### src/rtl/seg_byte_monitor.sv
// Multi-channel byte monitor: per-channel circular history buffers shown on a
// multiplexed 2*NUM_CH-digit active-low seven-segment display.
module seg_byte_monitor #(
  parameter int NUM_CH      = 2,
  parameter int DEPTH       = 4,
  parameter int DIV         = 262144,
  parameter int FLASH_TICKS = 64
) (
  input  logic                       clk,
  input  logic                       reset,
  input  logic [NUM_CH-1:0]          ch_valid,
  input  logic [8*NUM_CH-1:0]        ch_data,
  input  logic [$clog2(DEPTH)-1:0]   hist_sel,
  input  logic                       freeze,
  input  logic                       clear,
  output logic [6:0]                 seg,
  output logic                       dp,
  output logic [2*NUM_CH-1:0]        an,
  output logic [NUM_CH-1:0]          overflow
);

  localparam int AW  = $clog2(DEPTH);
  localparam int CW  = $clog2(DEPTH + 1);
  localparam int DW  = $clog2(DIV);
  localparam int ND  = 2 * NUM_CH;
  localparam int SW  = $clog2(ND);
  localparam int FW  = $clog2(FLASH_TICKS + 1);
  localparam int CHW = (NUM_CH > 1) ? $clog2(NUM_CH) : 1;

  function automatic logic [6:0] hex7(input logic [3:0] n);
    case (n)
      4'h0: hex7 = 7'h40;
      4'h1: hex7 = 7'h79;
      4'h2: hex7 = 7'h24;
      4'h3: hex7 = 7'h30;
      4'h4: hex7 = 7'h19;
      4'h5: hex7 = 7'h12;
      4'h6: hex7 = 7'h02;
      4'h7: hex7 = 7'h78;
      4'h8: hex7 = 7'h00;
      4'h9: hex7 = 7'h10;
      4'hA: hex7 = 7'h08;
      4'hB: hex7 = 7'h03;
      4'hC: hex7 = 7'h46;
      4'hD: hex7 = 7'h21;
      4'hE: hex7 = 7'h06;
      4'hF: hex7 = 7'h0E;
      default: hex7 = 7'h7F;
    endcase
  endfunction

  logic [DW-1:0]  div_r;
  logic           tick_s;
  logic [SW-1:0]  scan_r;
  logic [SW-1:0]  scan_nxt_s;
  logic [7:0]     show_s     [NUM_CH];
  logic           blank_s    [NUM_CH];
  logic           flash_on_s [NUM_CH];
  logic [CHW-1:0] sel_ch_s;
  logic [3:0]     nib_s;

  assign tick_s = (div_r == DW'(DIV - 1));

  // Free-running refresh divider, independent of clear and freeze.
  always_ff @(posedge clk or negedge reset) begin
    if (!reset) begin
      div_r <= {DW{1'b0}};
    end else if (tick_s) begin
      div_r <= {DW{1'b0}};
    end else begin
      div_r <= div_r + DW'(1);
    end
  end

  always_comb begin
    if (scan_r == SW'(ND - 1)) begin
      scan_nxt_s = {SW{1'b0}};
    end else begin
      scan_nxt_s = scan_r + SW'(1);
    end
  end

  for (genvar i = 0; i < NUM_CH; i++) begin : g_ch
    logic [7:0]    buf_r [DEPTH];
    logic [AW-1:0] wp_r;
    logic [CW-1:0] cnt_r;
    logic [FW-1:0] flash_r;
    logic          ovf_r;
    logic [7:0]    show_r;
    logic          blank_r;
    logic [AW-1:0] rd_idx_s;
    logic          accept_s;

    assign accept_s = ch_valid[i] & ~freeze & ~clear;
    assign rd_idx_s = wp_r - AW'(1) - hist_sel;

    // Pointer, fill count, sticky overflow and flash timer; clear beats a strobe.
    always_ff @(posedge clk or negedge reset) begin
      if (!reset) begin
        wp_r    <= {AW{1'b0}};
        cnt_r   <= {CW{1'b0}};
        flash_r <= {FW{1'b0}};
        ovf_r   <= 1'b0;
      end else if (clear) begin
        wp_r    <= {AW{1'b0}};
        cnt_r   <= {CW{1'b0}};
        flash_r <= {FW{1'b0}};
        ovf_r   <= 1'b0;
      end else if (accept_s) begin
        wp_r    <= wp_r + AW'(1);
        flash_r <= FW'(FLASH_TICKS);
        if (cnt_r == CW'(DEPTH)) begin
          ovf_r <= 1'b1;
        end else begin
          cnt_r <= cnt_r + CW'(1);
        end
      end else if (tick_s && (flash_r != {FW{1'b0}})) begin
        flash_r <= flash_r - FW'(1);
      end
    end

    always_ff @(posedge clk or negedge reset) begin
      if (!reset) begin
        for (int k = 0; k < DEPTH; k++) buf_r[k] <= 8'h00;
      end else if (accept_s) begin
        buf_r[wp_r] <= ch_data[8*i +: 8];
      end
    end

    // History selection; an index beyond the fill count blanks the channel.
    always_ff @(posedge clk or negedge reset) begin
      if (!reset) begin
        show_r  <= 8'h00;
        blank_r <= 1'b1;
      end else if (CW'(hist_sel) < cnt_r) begin
        show_r  <= buf_r[rd_idx_s];
        blank_r <= 1'b0;
      end else begin
        blank_r <= 1'b1;
      end
    end

    assign show_s[i]     = show_r;
    assign blank_s[i]    = blank_r;
    assign flash_on_s[i] = (flash_r != {FW{1'b0}});
    assign overflow[i]   = ovf_r;
  end

  always_comb begin
    sel_ch_s = CHW'(scan_nxt_s >> 1);
    if (scan_nxt_s[0]) begin
      nib_s = show_s[sel_ch_s][7:4];
    end else begin
      nib_s = show_s[sel_ch_s][3:0];
    end
  end

  // Scan index and display registers advance together on each refresh tick.
  always_ff @(posedge clk or negedge reset) begin
    if (!reset) begin
      scan_r <= {SW{1'b0}};
      an     <= {ND{1'b1}};
      seg    <= 7'h7F;
      dp     <= 1'b1;
    end else if (tick_s) begin
      scan_r <= scan_nxt_s;
      an     <= ~(ND'(1) << scan_nxt_s);
      seg    <= blank_s[sel_ch_s] ? 7'h7F : hex7(nib_s);
      dp     <= ~(~scan_nxt_s[0] & flash_on_s[sel_ch_s]);
    end
  end

endmodule

### config.mk
export PLATFORM = sky130hd
export DESIGN_NAME = seg_byte_monitor
export DESIGN_NICKNAME = d
export VERILOG_FILES = /design/src/rtl/seg_byte_monitor.sv
export SDC_FILE = /design/constraint.sdc
export NUM_CORES = 1
export LEC_CHECK = 0
export CAP_MARGIN = 20
export CORE_UTILIZATION = 40
export DETAILED_ROUTE_END_ITERATION = 8
export GPL_TIMING_DRIVEN = 0
export SLEW_MARGIN = 20
export SYNTH_ARGS = -nofsm -noshare
export SYNTH_HDL_FRONTEND = slang
export SYNTH_SLANG_ARGS = --single-unit
### constraint.sdc
create_clock -name clk -period 2.83 [get_ports clk]
set_input_delay 0.4245 -clock clk [delete_from_list [all_inputs] [get_ports clk]]
set_output_delay 0.4245 -clock clk [all_outputs]
set_load 0.01 [all_outputs]
==> results of run 1 <==
==> flip-flops by register name (all words and copies together) (netlist names) <==
| signal | flops |
|---|---|
| g_ch.buf_r | 64 |
| div_r | 18 |
| g_ch.show_r | 16 |
| g_ch.flash_r | 14 |
| seg | 7 |
| g_ch.cnt_r | 6 |
| an | 4 |
| g_ch.wp_r | 4 |
| g_ch.blank_r | 2 |
| g_ch.ovf_r | 2 |
| scan_r | 2 |
| dp | 1 |
==> critical path, delay by kind of cell <==
family / cells / cell delay, ps
XOR/XNOR: 2 / 990
adder cells (fa/ha/maj): 1 / 210
multiplexers: 2 / 740
buffers and inverters: 2 / 610
==> metal layers <==
metal	up-vias	share of wire [%]	wire (µm)	GRT usage [%]
met5	-	0	0	0
met4	0	1.1	155	5.11
met3	13	2.5	341	4.41
met2	49	51	6940	28.3
met1	2243	45	6200	21.5
li1	2040	-	-	-
==> stage by stage <==
stage	setup TNS (ps)	instances	hold WS [ps]	utilization, %
after floorplan	0	542	129	-
after global placement	-545060	798	468	45.0
after detailed placement	-4300	799	349	45.2
after CTS	0	832	455	49.0
after global routing	0	832	501	49.0
final	0	832	449	49.0
==> final timing paths <==
kind / endpoint / startpoint / slack [ps]
max: g_ch[1].show_r[3] / hist_sel[0] / 160
min: g_ch[0].flash_r[6] / clear / 450
max reg2reg: seg[1] / scan_r[0] / 190
min reg2reg: div_r[0] / div_r[0] / 480
max in group asynchronous: g_ch[0].blank_r / reset / 1530
min in group asynchronous: div_r[5] / reset / 500
==> power breakdown <==
group / internal [mW] / total, mW / switching (mW)
combinational: 0.452 / 0.832 / 0.379
sequential: 2.26 / 2.41 / 0.144
clock: 1.42 / 2.36 / 0.936
total: 4.14 / 5.60 / 1.46
==> placed cells by master, fill, tap and decap left out, types with 5 or more instances in the layout <==
cell | Yosys | layout
clkbuf_16 | 0 | 17
inv_1 | 23 | 23
mux4_2 | 18 | 18
dfrtp_1 | 126 | 125
buf_2 | 11 | 11
and3_1 | 13 | 13
o22a_1 | 5 | 5
xnor2_1 | 23 | 23
mux2_2 | 83 | 83
dfstp_2 | 14 | 14
nor3_1 | 8 | 8
nor4_1 | 7 | 7
mux2i_1 | 5 | 5
o21ai_0 | 11 | 11
a21oi_1 | 13 | 13
clkdlybuf4s50_1 | 0 | 35
inv_6 | 0 | 6
xor2_1 | 8 | 8
nor2_1 | 38 | 38
nand3_1 | 13 | 13
ha_1 | 30 | 30
nand2_1 | 30 | 30
==> synthesized netlist by cell type (2+ instances only) <==
master,count,area share [%]
o32a_1,2,0.29
mux4_2,18,5.9
buf_2,11,0.80
o21ai_0,11,0.80
and4b_1,2,0.29
or3_1,3,0.27
buf_1,4,0.22
o22a_1,5,0.64
nand3_1,13,0.94
nor2b_1,2,0.18
o21bai_1,2,0.22
nor4_1,7,0.64
dfstp_2,14,5.3
nor2_1,38,2.1
buf_4,4,0.44
clkbuf_1,3,0.16
mux2i_1,5,0.73
nor3_2,3,0.44
buf_6,3,0.49
nand2_1,30,1.6
a211oi_1,4,0.44
and4_1,4,0.51
inv_1,23,1.3
xor2_1,8,1.0
dfrtp_1,126,46
nor3_1,8,0.58
a31oi_1,2,0.18
and3_1,13,1.2
ha_1,30,5.5
xnor2_1,23,2.9
a21boi_0,2,0.22
nand4_1,2,0.18
or2_2,2,0.18
a21oi_1,13,0.94
mux2_2,83,14
==> kinds of logic (layout without fill, tap and decap cells) <==
group                      count (synthesis)  after routing  synth area share (%)
DFF                                      140            140                  51.1
AOI/OAI and AO/OA                         46             46                  4.58
xor gates and xnor gates                  31             31                  3.94
muxes                                    108            108                  20.5
and+or+nand+nor                          139            139                  11.0
adders and majority gates                 30             30                  5.45
buffers and inverters                     48            118                  3.36
==> cell type report <==
cell class	count	area share, %
clock inverter	15	2.43
multi-input combinational	354	38.3
clock buffer	17	5.19
inverter	23	1.05
buffer	25	1.77
timing repair buffer	38	4.92
tap	220	3.36
sequential	140	43.0
==> timing repair <==
| action | in CTS | in global routing |
|---|---|---|
| endpoints found under the hold margin | 41 | 0 |
| hold buffers | 1 | 0 |
| endpoints found under the setup margin | 0 | 1 |
| resized for setup | 0 | 1 |
==> results.md, run 1 <==
- Outcome: finished, final reports clean
- Vias in the first global route: about 4600
- Ant diodes: 0
- Cell Rows: 47
- Worst skew pair latency: 420 ps
- CTS H-tree lvls: 4
- Pwr dens: about 680 nW/µm²
- Syn Std Cell Area: 6890 µm²
- Total core area: 16700 µm²
- Post-CTS Setup Inserts: 0
- Gr ovfl total: 0
- Synthesis-stage register bit count: 140
- Max frequency: 0.375 GHz
- Crit Path Class: primary input to flip-flop
- Full die area: 17700 µm²
- Fin area: 8190 µm²
- Setup crit start kind: primary input
- Storage element area: 3520 µm²
- Distinct cells, synth: 54
- Initial antenna violation count: 0
- Worst r2r path cells: 10
- Total number of vias: roughly 4300
- TritonCTS Buffers: 17
- Worst-path fanout max: 8
- CTS sink cnt: 140
- Slowest CP cell: xnor2_1
- Minimum clock period: about 2700 ps
- Worst-case vdd ir drop: around 430 µV
- Die X-Extent: 133 µm
- IO buf count: 36
- Largest net degree at the start of global routing: 96
- Via density: 5.22
- Maximum clock insertion buffer count: 2
- Clock skew: around 8.3 ps
- Pre-antenna DRT Iters: 4
- Hold Crit Class: primary input to flip-flop
- DRC violations left: 0
- Routability cong.: 0.790
- Hold Path Cell Cnt: 2
- CP Data Arrival Time: 2970 ps
- Placement Setup Slack: -327 ps
- Tot Pwr: approximately 5.6 mW
- Max Slew Vio Count: 0
- Die height: 133 µm
- Post-synth EDFFs: 0
- All-layer global routing usage: ~17%
- Filler instances: 1505
- Crit path cell chain: clkdlybuf4s50_1, inv_1, ha_1, xnor2_1, xnor2_1, mux4_2, mux2_2
- Fraction of layout cells with a size suffix above 1: 30.2%
- CP endpoint kind: flip-flop
- DRT Wirelength: 13600 µm
- Asr flop ratio synth: between 90% and 100%
- Worst-Margin Slew: 1100 ps
- Placed Area: about 7600 µm²
- Final setup violation count: 0
- Crit path top cell by count: xnor2_1
- Final period util: 94.3%
- Dpl hpwl: 9490 µm
- Clock tree from TritonCTS: built
- # IOs: 38
- RSZ-0062 raised after global routing: false
- Syn avg cell area: approximately 13 µm²
- First-pass GRT wire length: 23300 µm
- Initial core utilization: roughly 40%
- Slowest Stage Delay on Critical Path: 860 ps
- Antenna Violating Nets Remaining: 0
- Max_slew headroom: 25.9%
- Root Driver: clkbuf_16
- Worst setup margin: 161 ps
- Max-cap check violation count: 0
- Critical Path RT: 3130 ps
- Post-Syn Nets: 596
- Synthesized instance count: 542
- Lkg Pwr: ~3.6 nW
- Final Hold Violating Endpoints: 0
- Wirelength per Cell: ~16 µm
- Primary FF master, synth: dfrtp_1
- Synth warn: 0
- Clock-pin slew on the worst setup and hold paths: 60 ps
- Fin nets: around 650
- DR iter-0 viols: 182
- Layout area overhead: 18.9%
- Sequential share of the synthesized area: about half
- Multi-input logic area: 3130 µm²
Note: power is estimated with default switching activity, not from simulation.
==> inputs of run 2 (changes only) <==
==> constraint.sdc (replaced) <==
create_clock -name clk -period 2.83 [get_ports clk]
set_input_delay 0.4245 -clock clk [delete_from_list [all_inputs] [get_ports clk]]
set_output_delay 0.4245 -clock clk [all_outputs]
set_load 0.005 [all_outputs]
==> results of run 2 <==
The final DEF is identical to that of run 1. Status: finished, final reports clean.
==> inputs of run 3 (changes only) <==
--- a/config.mk
+++ b/config.mk
@@ -9,6 +9,7 @@
 export CORE_UTILIZATION = 40
 export DETAILED_ROUTE_END_ITERATION = 8
 export GPL_TIMING_DRIVEN = 0
+export RECOVER_POWER = 50
 export SLEW_MARGIN = 20
 export SYNTH_ARGS = -nofsm -noshare
 export SYNTH_HDL_FRONTEND = slang
==> run 3 against run 2 <==
  * Critical path depth unchanged
  * Clock power about the same
  * Flip-flop and latch count unchanged
  * Global-route usage unchanged
  * Sequential power about the same
  * Die area unchanged
  * First-iteration DRC count down 2.2%
==> results.md, run 3 (same netlist as run 1, synthesis figures left out) <==
- Clock network fraction of total power: 42.1% (about the same)
- Hold Crit Start: clear (unchanged)
- Filler-free cell count of the finished design: 832 (unchanged)
- Lkg Pwr: 3.59 nW (was 3.62 nW)
- Min-Delay Endpoint: g_ch[0].flash_r[6] (unchanged)
- DR iter-0 viols: 178 (was 182)
- All-layer global routing usage: 16.9% (unchanged)
- Routability cong.: 0.790 (unchanged)
- Hold Path Cell Cnt: 2 (unchanged)
- Crit path top cell by count: xnor2_1 (unchanged)
- Outcome: finished, final reports clean (unchanged)
- Final Core Density: 48.8% (was 49.0%)
- TritonCTS Buffers: 17 (unchanged)
- Combinational share of power: 14.8% (was 14.9%)
- Reg2reg end: seg[1] (unchanged)
- Fraction of layout cells with a size suffix above 1: 29.9% (was 30.2%)
- Storage element area: 3520 µm² (unchanged)
- Max_slew headroom: 20.1% (was 25.9%)
- Placed Area: 7550 µm² (unchanged)
- Clock-pin slew on the worst setup and hold paths: 60 ps (about the same)
- Worst r2r path cells: 10 (unchanged)
- Cell Rows: 47 (unchanged)
- Final Hold Violating Endpoints: 0 (unchanged)
- Vias in the first global route: 4578 (unchanged)
- DRT Wirelength: 13600 µm (about the same)
- Total core area: 16700 µm² (unchanged)
- Maximum clock insertion buffer count: 2 (unchanged)
- Slowest CP cell: xnor2_1 (unchanged)
- Largest net degree at the start of global routing: 96 (unchanged)
- Placement Setup Slack: -327 ps (unchanged)
- Die X-Extent: 133 µm (unchanged)
- Hold Crit Class: primary input to flip-flop (unchanged)
- RSZ-0062 raised after global routing: false (unchanged)
- Commonest non-fill, non-tap cells in the layout: 125 x dfrtp_1, 83 x mux2_2, 38 x nor2_1, 35 x clkdlybuf4s50_1 (unchanged)
- Fin area: 8150 µm² (was 8190 µm²)
- Min Hold Slack: 449 ps (about the same)
- Fin nets: 653 (unchanged)
- Total number of vias: 4335 (was 4345)
- Global routing usage on met3: 4.41% (unchanged)
- Reg-to-Reg Start: scan_r[0] (unchanged)
- CTS sink cnt: 140 (unchanged)
- Dpl hpwl: 9490 µm (unchanged)
- Sequential share of power: 43.1% (was 43.0%)
- Minimum clock period: 2670 ps (about the same)
- Via density: 5.21 (was 5.22)
- Gr ovfl total: 0 (unchanged)
- Commonest non-fill, non-tap cell in the layout: dfrtp_1 (unchanged)
- Worst-case vdd ir drop: 427 µV (about the same)
- Worst setup margin: 161 ps (about the same)
- Placed Instances: 799 (unchanged)
- Initial antenna violation count: 0 (unchanged)
- Worst skew pair latency: 420 ps (about the same)
- Worst-path fanout max: 8 (unchanged)
- Ant diodes: 0 (unchanged)
- Max Slew Vio Count: 0 (unchanged)
- Clock skew: 8.32 ps (about the same)
- Final setup violation count: 0 (unchanged)
- Antenna Violating Nets Remaining: 0 (unchanged)
- Met2 Use GR: 28.3% (unchanged)
- Most used routing layer in global routing: met2 (unchanged)
- Crit path cell chain: clkdlybuf4s50_1, inv_1, ha_1, xnor2_1, xnor2_1, mux4_2, mux2_2 (unchanged)
- Die height: 133 µm (unchanged)
- Max frequency: 0.375 GHz (about the same)
- CTS H-tree lvls: 4 (unchanged)
- Most flop-heavy register: g_ch.buf_r (unchanged)
- CP Data Arrival Time: 2970 ps (about the same)
- CP delay by family, top: XOR/XNOR gates (unchanged)
- Filler instances: 1511 (was 1505)
- Biggest regs: g_ch.buf_r x64, div_r x18, g_ch.show_r x16 (unchanged)
- Pwr dens: 686 nW/µm² (was 683 nW/µm²)
- Setup crit start kind: primary input (unchanged)
- Net Sw Power: 1.46 mW (about the same)
- Initial core utilization: 41.2% (unchanged)
- Int Pwr: 4.13 mW (was 4.14 mW)
- DRC violations left: 0 (unchanged)
- Slowest Stage Delay on Critical Path: 860 ps (about the same)
- Layout area overhead: 18.3% (was 18.9%)
- Met1 usage: 21.5% (unchanged)
- # IOs: 38 (unchanged)
- CP Buf/Inv Count: 2 (unchanged)
- IO buf count: 36 (unchanged)
- Worst-Margin Slew: 1200 ps (was 1100 ps)
- Wirelength per Cell: 16.4 µm (about the same)
- Switching Fraction: 26.0% (was 26.1%)
- R2r setup slk: 190 ps (about the same)
- CP endpoint kind: flip-flop (unchanged)
- Multi-input logic area: 3120 µm² (was 3130 µm²)
- Pre-antenna DRT Iters: 4 (unchanged)
- Crit Path Class: primary input to flip-flop (unchanged)
- Full die area: 17700 µm² (unchanged)
- Clock tree from TritonCTS: built (unchanged)
- Max-cap check violation count: 0 (unchanged)
- Critical Path RT: 3130 ps (about the same)
- Crit path from: hist_sel[0] (unchanged)
- Final period util: 94.3% (about the same)
- Max FFs per register: 64 (unchanged)
- Root Driver: clkbuf_16 (unchanged)
- First-pass GRT wire length: 23300 µm (unchanged)
==> run 3: changes by cell type in the layout (fill, tap and decap cells not counted), sizes merged <==
cell	delta
buf	-2
clkbuf	+2
==> run 3: area by class of cell <==
class	instances	share of cell area, %
tap	220	3.38
buffer	25	1.74
multi-input combinational	354	38.3
clock inverter	15	2.44
clock buffer	17	5.22
timing repair buffer	38	4.62
sequential	140	43.2
inverter	23	1.06
==> run 3: per-stage QoR <==
step | setup TNS (ps) | power [mW]
after floorplan | 0 | 3.00
after global placement | -545060 | 3.23
after detailed placement | -4300 | 3.28
after global routing | 0 | 5.85
final | 0 | 5.59
after CTS | 0 | 5.67
==> run 3: worst max path at each step <==
stage	cells after the start	end	slack [ps]
global placement	1	g_ch[1].buf_r[12]	-4050
detailed placement	7	g_ch[0].show_r[1]	-330
CTS	10	seg[1]	110
finish	7	g_ch[1].show_r[3]	160
global route	10	seg[1]	20
floorplan	10	seg[1]	370
==> run 3: repair_timing <==
item,4_1_cts,5_1_grt
buffers inserted,0,0
hold endpoints to repair,41,0
setup endpoints to repair,0,1
resized for setup,0,1
hold buffers,1,0
==> run 3: per-layer routing <==
metal,vias up,share of wire [%]
met4,0,1.1
met2,41,51
li1,2038,-
met5,-,0
met1,2245,46
met3,11,2.4
==> run 3: power groups by stage <==
stage                     sequential (mW)  clock, mW  combinational [mW]
after floorplan                      2.39          0               0.612
after global placement               2.43          0               0.804
after detailed placement             2.45          0               0.839
after CTS                            2.41       2.41               0.845
after global routing                 2.44       2.50               0.908
final                                2.41       2.35               0.827
